$ cat config.mk
export PLATFORM = sky130hd
export DESIGN_NAME = ps2_scan_rx_flat
export DESIGN_NICKNAME = d
export VERILOG_FILES = /design/src/rtl/ps2_scan_rx_if.sv /design/src/rtl/ps2_scan_rx.sv /design/src/flat_wrapper.sv
export SDC_FILE = /design/constraint.sdc
export NUM_CORES = 1
export LEC_CHECK = 0
export BUFFER_PORTS_ARGS = -buffer_cell sky130_fd_sc_hd__buf_4
export CORE_MARGIN = 4
export CORE_UTILIZATION = 45
export CTS_CLUSTER_DIAMETER = 200
export DETAILED_ROUTE_END_ITERATION = 7
export GPL_ROUTABILITY_DRIVEN = 1
export GPL_TIMING_DRIVEN = 0
export SLEW_MARGIN = 15
export SYNTH_ARGS = -nofsm -noshare
export SYNTH_HDL_FRONTEND = slang
export SYNTH_SLANG_ARGS = --single-unit
$ cat constraint.sdc
create_clock -name clk -period 2.62 [get_ports clk]
set_clock_uncertainty 0.1 [all_clocks]
set_input_delay 0.262 -clock clk [delete_from_list [all_inputs] [get_ports clk]]
set_output_delay 0.262 -clock clk [all_outputs]
set_load 0.005 [all_outputs]
$ cat src/rtl/ps2_scan_rx_if.sv
// rtl/ps2_scan_rx_if.sv - PS/2 line inputs and decoded scancode outputs of the receiver
interface ps2_scan_rx_if;
  logic       enable_rcv;
  logic       ps2clk_in;
  logic       ps2data_in;
  logic       scan_received;
  logic [7:0] scancode;
  logic       extended;
  logic       released;
  logic       rx_error;
  logic       busy;

  modport slave (
    input  enable_rcv, ps2clk_in, ps2data_in,
    output scan_received, scancode, extended, released, rx_error, busy
  );

  modport master (
    output enable_rcv, ps2clk_in, ps2data_in,
    input  scan_received, scancode, extended, released, rx_error, busy
  );
endinterface

$ cat src/rtl/ps2_scan_rx.sv
// rtl/ps2_scan_rx.sv - PS/2 keyboard frame receiver with E0/F0 prefix decoding
module ps2_scan_rx #(
  parameter int FILTER_LEN     = 8,
  parameter int TIMEOUT_CYCLES = 65535
) (
  input  logic           clk,
  input  logic           rst,
  ps2_scan_rx_if.slave   bus
);

  typedef enum logic [1:0] {IDLE, DATA, PARITY, STOP} state_t;

  logic       clk_s1, clk_s2, data_s1, data_s2;
  logic       filt, filt_prev;
  logic [3:0] fcnt;
  logic       fall, clk_edge;

  state_t     state;
  logic [2:0] bit_cnt;
  logic [7:0] shreg;
  logic       parity_odd;
  logic       ext_pending, rls_pending;
  logic [15:0] tcnt;

  logic [7:0] scancode_q;
  logic       extended_q, released_q, scan_received_q, rx_error_q;

  // Synchronizers and glitch filter idle high, matching an idle PS/2 bus.
  always_ff @(posedge clk) begin
    if (rst) begin
      clk_s1    <= 1'b1;
      clk_s2    <= 1'b1;
      data_s1   <= 1'b1;
      data_s2   <= 1'b1;
      filt      <= 1'b1;
      filt_prev <= 1'b1;
      fcnt      <= '0;
    end else begin
      clk_s1    <= bus.ps2clk_in;
      clk_s2    <= clk_s1;
      data_s1   <= bus.ps2data_in;
      data_s2   <= data_s1;
      filt_prev <= filt;
      if (clk_s2 == filt) begin
        fcnt <= '0;
      end else if (fcnt == 4'(FILTER_LEN - 1)) begin
        filt <= clk_s2;
        fcnt <= '0;
      end else begin
        fcnt <= fcnt + 4'd1;
      end
    end
  end

  assign fall     = filt_prev & ~filt;
  assign clk_edge = filt_prev ^ filt;

  always_ff @(posedge clk) begin
    if (rst) begin
      state           <= IDLE;
      bit_cnt         <= '0;
      shreg           <= '0;
      parity_odd      <= 1'b0;
      ext_pending     <= 1'b0;
      rls_pending     <= 1'b0;
      tcnt            <= '0;
      scancode_q      <= '0;
      extended_q      <= 1'b0;
      released_q      <= 1'b0;
      scan_received_q <= 1'b0;
      rx_error_q      <= 1'b0;
    end else begin
      scan_received_q <= 1'b0;
      rx_error_q      <= 1'b0;

      if (state == IDLE || clk_edge) begin
        tcnt <= '0;
      end else begin
        tcnt <= tcnt + 16'd1;
      end

      case (state)
        IDLE: begin
          if (fall && !data_s2 && bus.enable_rcv) begin
            state   <= DATA;
            bit_cnt <= '0;
          end
        end
        DATA: begin
          if (fall) begin
            shreg   <= {data_s2, shreg[7:1]};
            bit_cnt <= bit_cnt + 3'd1;
            if (bit_cnt == 3'd7) begin
              state <= PARITY;
            end
          end
        end
        PARITY: begin
          if (fall) begin
            parity_odd <= ^{shreg, data_s2};
            state      <= STOP;
          end
        end
        STOP: begin
          if (fall) begin
            state <= IDLE;
            if (parity_odd && data_s2) begin
              if (shreg == 8'hE0) begin
                ext_pending <= 1'b1;
              end else if (shreg == 8'hF0) begin
                rls_pending <= 1'b1;
              end else begin
                scancode_q      <= shreg;
                extended_q      <= ext_pending;
                released_q      <= rls_pending;
                scan_received_q <= 1'b1;
                ext_pending     <= 1'b0;
                rls_pending     <= 1'b0;
              end
            end else begin
              rx_error_q  <= 1'b1;
              ext_pending <= 1'b0;
              rls_pending <= 1'b0;
            end
          end
        end
        default: state <= IDLE;
      endcase

      // A stalled frame is abandoned; an edge in the same cycle keeps it alive.
      if (state != IDLE && !clk_edge && tcnt == 16'(TIMEOUT_CYCLES)) begin
        state       <= IDLE;
        shreg       <= '0;
        rx_error_q  <= 1'b1;
        ext_pending <= 1'b0;
        rls_pending <= 1'b0;
      end
    end
  end

  assign bus.scan_received = scan_received_q;
  assign bus.rx_error      = rx_error_q;
  assign bus.scancode      = scancode_q;
  assign bus.extended      = extended_q;
  assign bus.released      = released_q;
  assign bus.busy          = (state != IDLE);

endmodule

$ cat src/flat_wrapper.sv
// flat-port wrapper written by rule: the top's interface ports become plain ports
module ps2_scan_rx_flat 
#(
  parameter int FILTER_LEN     = 8,
  parameter int TIMEOUT_CYCLES = 65535
)
  (clk, rst, bus_enable_rcv, bus_ps2clk_in, bus_ps2data_in, bus_scan_received, bus_scancode, bus_extended, bus_released, bus_rx_error, bus_busy);
  ps2_scan_rx_if bus_i ();
  input  logic clk;
  input  logic rst;
  input wire logic [$bits(bus_i.enable_rcv)-1:0] bus_enable_rcv;
  input wire logic [$bits(bus_i.ps2clk_in)-1:0] bus_ps2clk_in;
  input wire logic [$bits(bus_i.ps2data_in)-1:0] bus_ps2data_in;
  output wire logic [$bits(bus_i.scan_received)-1:0] bus_scan_received;
  output wire logic [$bits(bus_i.scancode)-1:0] bus_scancode;
  output wire logic [$bits(bus_i.extended)-1:0] bus_extended;
  output wire logic [$bits(bus_i.released)-1:0] bus_released;
  output wire logic [$bits(bus_i.rx_error)-1:0] bus_rx_error;
  output wire logic [$bits(bus_i.busy)-1:0] bus_busy;
  assign bus_i.enable_rcv = bus_enable_rcv;
  assign bus_i.ps2clk_in = bus_ps2clk_in;
  assign bus_i.ps2data_in = bus_ps2data_in;
  assign bus_scan_received = bus_i.scan_received;
  assign bus_scancode = bus_i.scancode;
  assign bus_extended = bus_i.extended;
  assign bus_released = bus_i.released;
  assign bus_rx_error = bus_i.rx_error;
  assign bus_busy = bus_i.busy;
  ps2_scan_rx #(.FILTER_LEN(FILTER_LEN), .TIMEOUT_CYCLES(TIMEOUT_CYCLES)) u_core (.clk(clk), .rst(rst), .bus(bus_i));
endmodule
==> results.py <==
metrics = {
    "status": {
        "outcome": "complete, no violations",
    },
    "global_routing": {
        "antenna_found_initial": 0,
        "overflow": 0,
        "grt_pass1_vias": 1638,
        "grt_pass1_wl_um": 7450,
        "grt_usage_pct": 14.8,
        "grt_max_degree": 18,
    },
    "timing": {
        "max_freq_mhz": 545,
        "period_needed_ps": 1840,
        "relSlewSlack_pct": 67.2,
        "post-route-period-util_pct": 70.1,
        "tns_ps": 0,
        "hold_viol_final": 0,
        "final_max_slew_viol_count": 0,
        "rsz0062_at_grt": "no",
        "finalSetupViolCount": 0,
        "worst_pin_slew_ps": 491,
    },
    "logic_synthesis": {
        "synth_edf_count": 0,
        "synth_compound_area_share_pct": 8.45,
        "synth_cell_type_count": 44,
        "synthMuxAreaShare_pct": 4.74,
        "synth-main-ff-cell": "dfxtp_1",
        "synth_simple_gate_area_share_pct": 23.3,
        "syn_area_um2": 2320,
        "syn_nets": 261,
        "synth_area_per_cell_um2": 9.41,
        "yosys_register_bits": 54,
        "yosysWarnings": 0,
        "synthAdderAreaFrac_pct": 4.85,
        "synthCells": 247,
        "ys_seq_area_share_pct": 46.5,
        "synth_xor_area_share_pct": 8.51,
        "async_flop_share_pct": 0,
        "synth_top_family_by_area": "simple AND/OR/NAND/NOR gates",
    },
    "worst_setup_path": {
        "worstSetupPathType": "flip-flop to flip-flop",
        "cp_slowest_cell": "dfxtp_1",
        "worstPathMaxFanout": 10,
        "end_kind": "flip-flop",
        "cpPeakStageDelay_ps": 400,
        "cpLargestDelayFamily": "flip-flops",
        "worstPathArrival_ps": 1920,
        "cp.required_ps": 2700,
        "cp_cell_sequence": "ha_1 > nand4_1 > a41oi_2 > buf_6 > mux2i_1 > nor2_1",
        "start_kind": "flip-flop",
        "crit_buf_inv": 1,
    },
    "power": {
        "power_density_nw_per_um2": 533,
        "power.leakage_nw": 0.953,
        "irDropWorstVdd_v": 0.000246,
    },
    "die": {
        "io_pins": 18,
        "num_rows": 25,
        "core_area_um2": 4850,
        "dieArea_um2": 6380,
        "die_y_um": 79.9,
        "die_w_um": 79.9,
        "start_util_pct": 47.9,
    },
    "detailed_routing": {
        "ant_nets": 0,
        "drtIter0Drc": 80,
        "wl_per_cell_um": 12.0,
        "drc": 0,
        "wl_um": 4080,
        "firstDrtPassIters": 4,
        "via_count": 1675,
        "drt-vias-per-instance": 4.94,
    },
    "clocking": {
        "cts_resized": 0,
        "holdBufCountCts": 0,
        "h-tree-depth": 2,
        "cts_setup_buffers": 0,
        "numCtsBuffers": 5,
        "cts_max_path_buffers": 2,
        "cts.sinks": 54,
        "clk_latency_ps": 310,
        "ctsRootBufferMaster": "clkbuf_8",
        "clkTransAtPathRegs_ps": 100,
        "cts_tree": "yes",
    },
    "job": {
        "drv_cap": 0,
    },
    "place": {
        "dp_hpwl_um": 3040,
        "port_buffers": 17,
        "dpl-instance-area_um2": 2530,
        "place.gp.congestion": 0.729,
    },
    "layout": {
        "nets": 285,
        "drive_gt1_share_pct": 15.8,
        "design_area_um2": 2630,
        "n_antenna_cell": 0,
        "syn2layout_area_growth_pct": 13.0,
    },
    "min_path": {
        "hold_class": "input port to flip-flop",
    },
}
-- flip-flops by register name (all words and copies together), names as in the netlist --
register                  cells
u_core.bit_cnt                3
u_core.state                  2
u_core.clk_s1                 1
u_core.shreg                  8
u_core.rls_pending            1
u_core.bus.released           1
u_core.data_s1                1
u_core.parity_odd             1
u_core.bus.rx_error           1
u_core.tcnt                  16
u_core.bus.scancode           8
u_core.filt_prev              1
u_core.filt                   1
u_core.ext_pending            1
u_core.data_s2                1
u_core.fcnt                   4
u_core.bus.extended           1
u_core.clk_s2                 1
u_core.bus.scan_received      1
-- worst reg2reg max path, stage by stage, from the launching register on --
cell,delay (ps)
dfxtp_1,400
ha_1,310
nand4_1,180
a41oi_2,270
buf_6,210
mux2i_1,200
nor2_1,50
-- cells in the mapped netlist (3+ instances only) --
cell	count	area share, %
or3_1	3	0.81
and3_1	3	0.81
nor3_1	3	0.65
mux2i_1	11	4.7
or2_2	4	1.1
xor2_1	9	3.4
nand3_1	19	4.1
nand4_1	5	1.3
o21ai_0	3	0.65
ha_1	9	4.8
nand2_1	17	2.7
xnor2_1	11	4.1
dfxtp_1	54	47
inv_1	8	1.3
nor2_1	36	5.8
a21oi_1	12	2.6
clkbuf_1	4	0.65
-- per-stage QoR --
step | total power (W) | hold WS (ps) | util, % | setup WS [ps] | cells
2_1_floorplan | 0.000928 | 266 | - | 1030 | 247
3_3_place_gp | 0.000961 | 306 | 52.3 | 812 | 331
3_5_place_dp | 0.000961 | 310 | 52.3 | 798 | 331
4_1_cts | 0.00142 | 21.1 | 54.1 | 780 | 339
5_1_grt | 0.00148 | 20.9 | 54.1 | 542 | 339
6_report | 0.00140 | 28.7 | 54.1 | 784 | 339
-- per-layer routing --
| layer | global-route usage, % | vias to the layer above | share of wire (%) |
|---|---|---|---|
| met5 | 0 | - | 0 |
| li1 | - | 897 | - |
| met1 | 20.5 | 754 | 54 |
| met4 | 4.56 | 0 | 1.1 |
| met2 | 22.3 | 20 | 41 |
| met3 | 4.40 | 4 | 3.5 |
-- cell usage in the layout (no fill, tap or decap), types with 3 or more instances in the layout --
| cell | count |
|---|---|
| mux2i_1 | 11 |
| nand3_1 | 19 |
| and3_1 | 3 |
| nand2_1 | 17 |
| dfxtp_1 | 54 |
| nand4_1 | 5 |
| nor2_1 | 36 |
| o21ai_0 | 3 |
| a21oi_1 | 12 |
| clkbuf_1 | 4 |
| or2_2 | 4 |
| inv_1 | 8 |
| xor2_1 | 9 |
| or3_1 | 3 |
| buf_4 | 18 |
| xnor2_1 | 11 |
| nor3_1 | 3 |
| ha_1 | 9 |
| clkbuf_8 | 5 |
-- final timing paths --
kind | from | end | slack [ps] | depth (start not counted)
setup / recovery | u_core.state[1]$_SDFFE_PP0P_ | u_core.bus.scancode[4]$_SDFFE_PP0P_ | 780 | 6
hold / removal | bus_ps2clk_in | u_core.clk_s1$_SDFF_PP1_ | 30 | 2
setup reg to reg | u_core.state[1]$_SDFFE_PP0P_ | u_core.bus.scancode[4]$_SDFFE_PP0P_ | 780 | 6
hold reg to reg | u_core.clk_s1$_SDFF_PP1_ | u_core.clk_s2$_SDFF_PP1_ | 330 | 1
-- final cells by class --
cell class                 instances  area [µm²]
clock buffer                       5        68.8
inverter                           8        30.0
multi-input combinational        176        1160
clock inverter                     3        21.3
sequential                        54        1080
timing repair buffer              17         128
tap                               67        83.8
buffer                             9        55.1
fill                             446        2220
-- where the power goes --
group	switching (W)	internal (W)
combinational	0.0000611	0.0000397
sequential	0.00000918	0.000830
clock	0.000271	0.000188
-- cell families after synthesis --
kind of cell             Yosys count
adder cells (fa/ha/maj)            9
flip-flops                        54
XOR/XNOR                          21
buffers and inverters             17
AND/OR/NAND/NOR                  106
multiplexers                      11
AO/OA/AOI/OAI                     29
(Power assumes the default switching activity.)
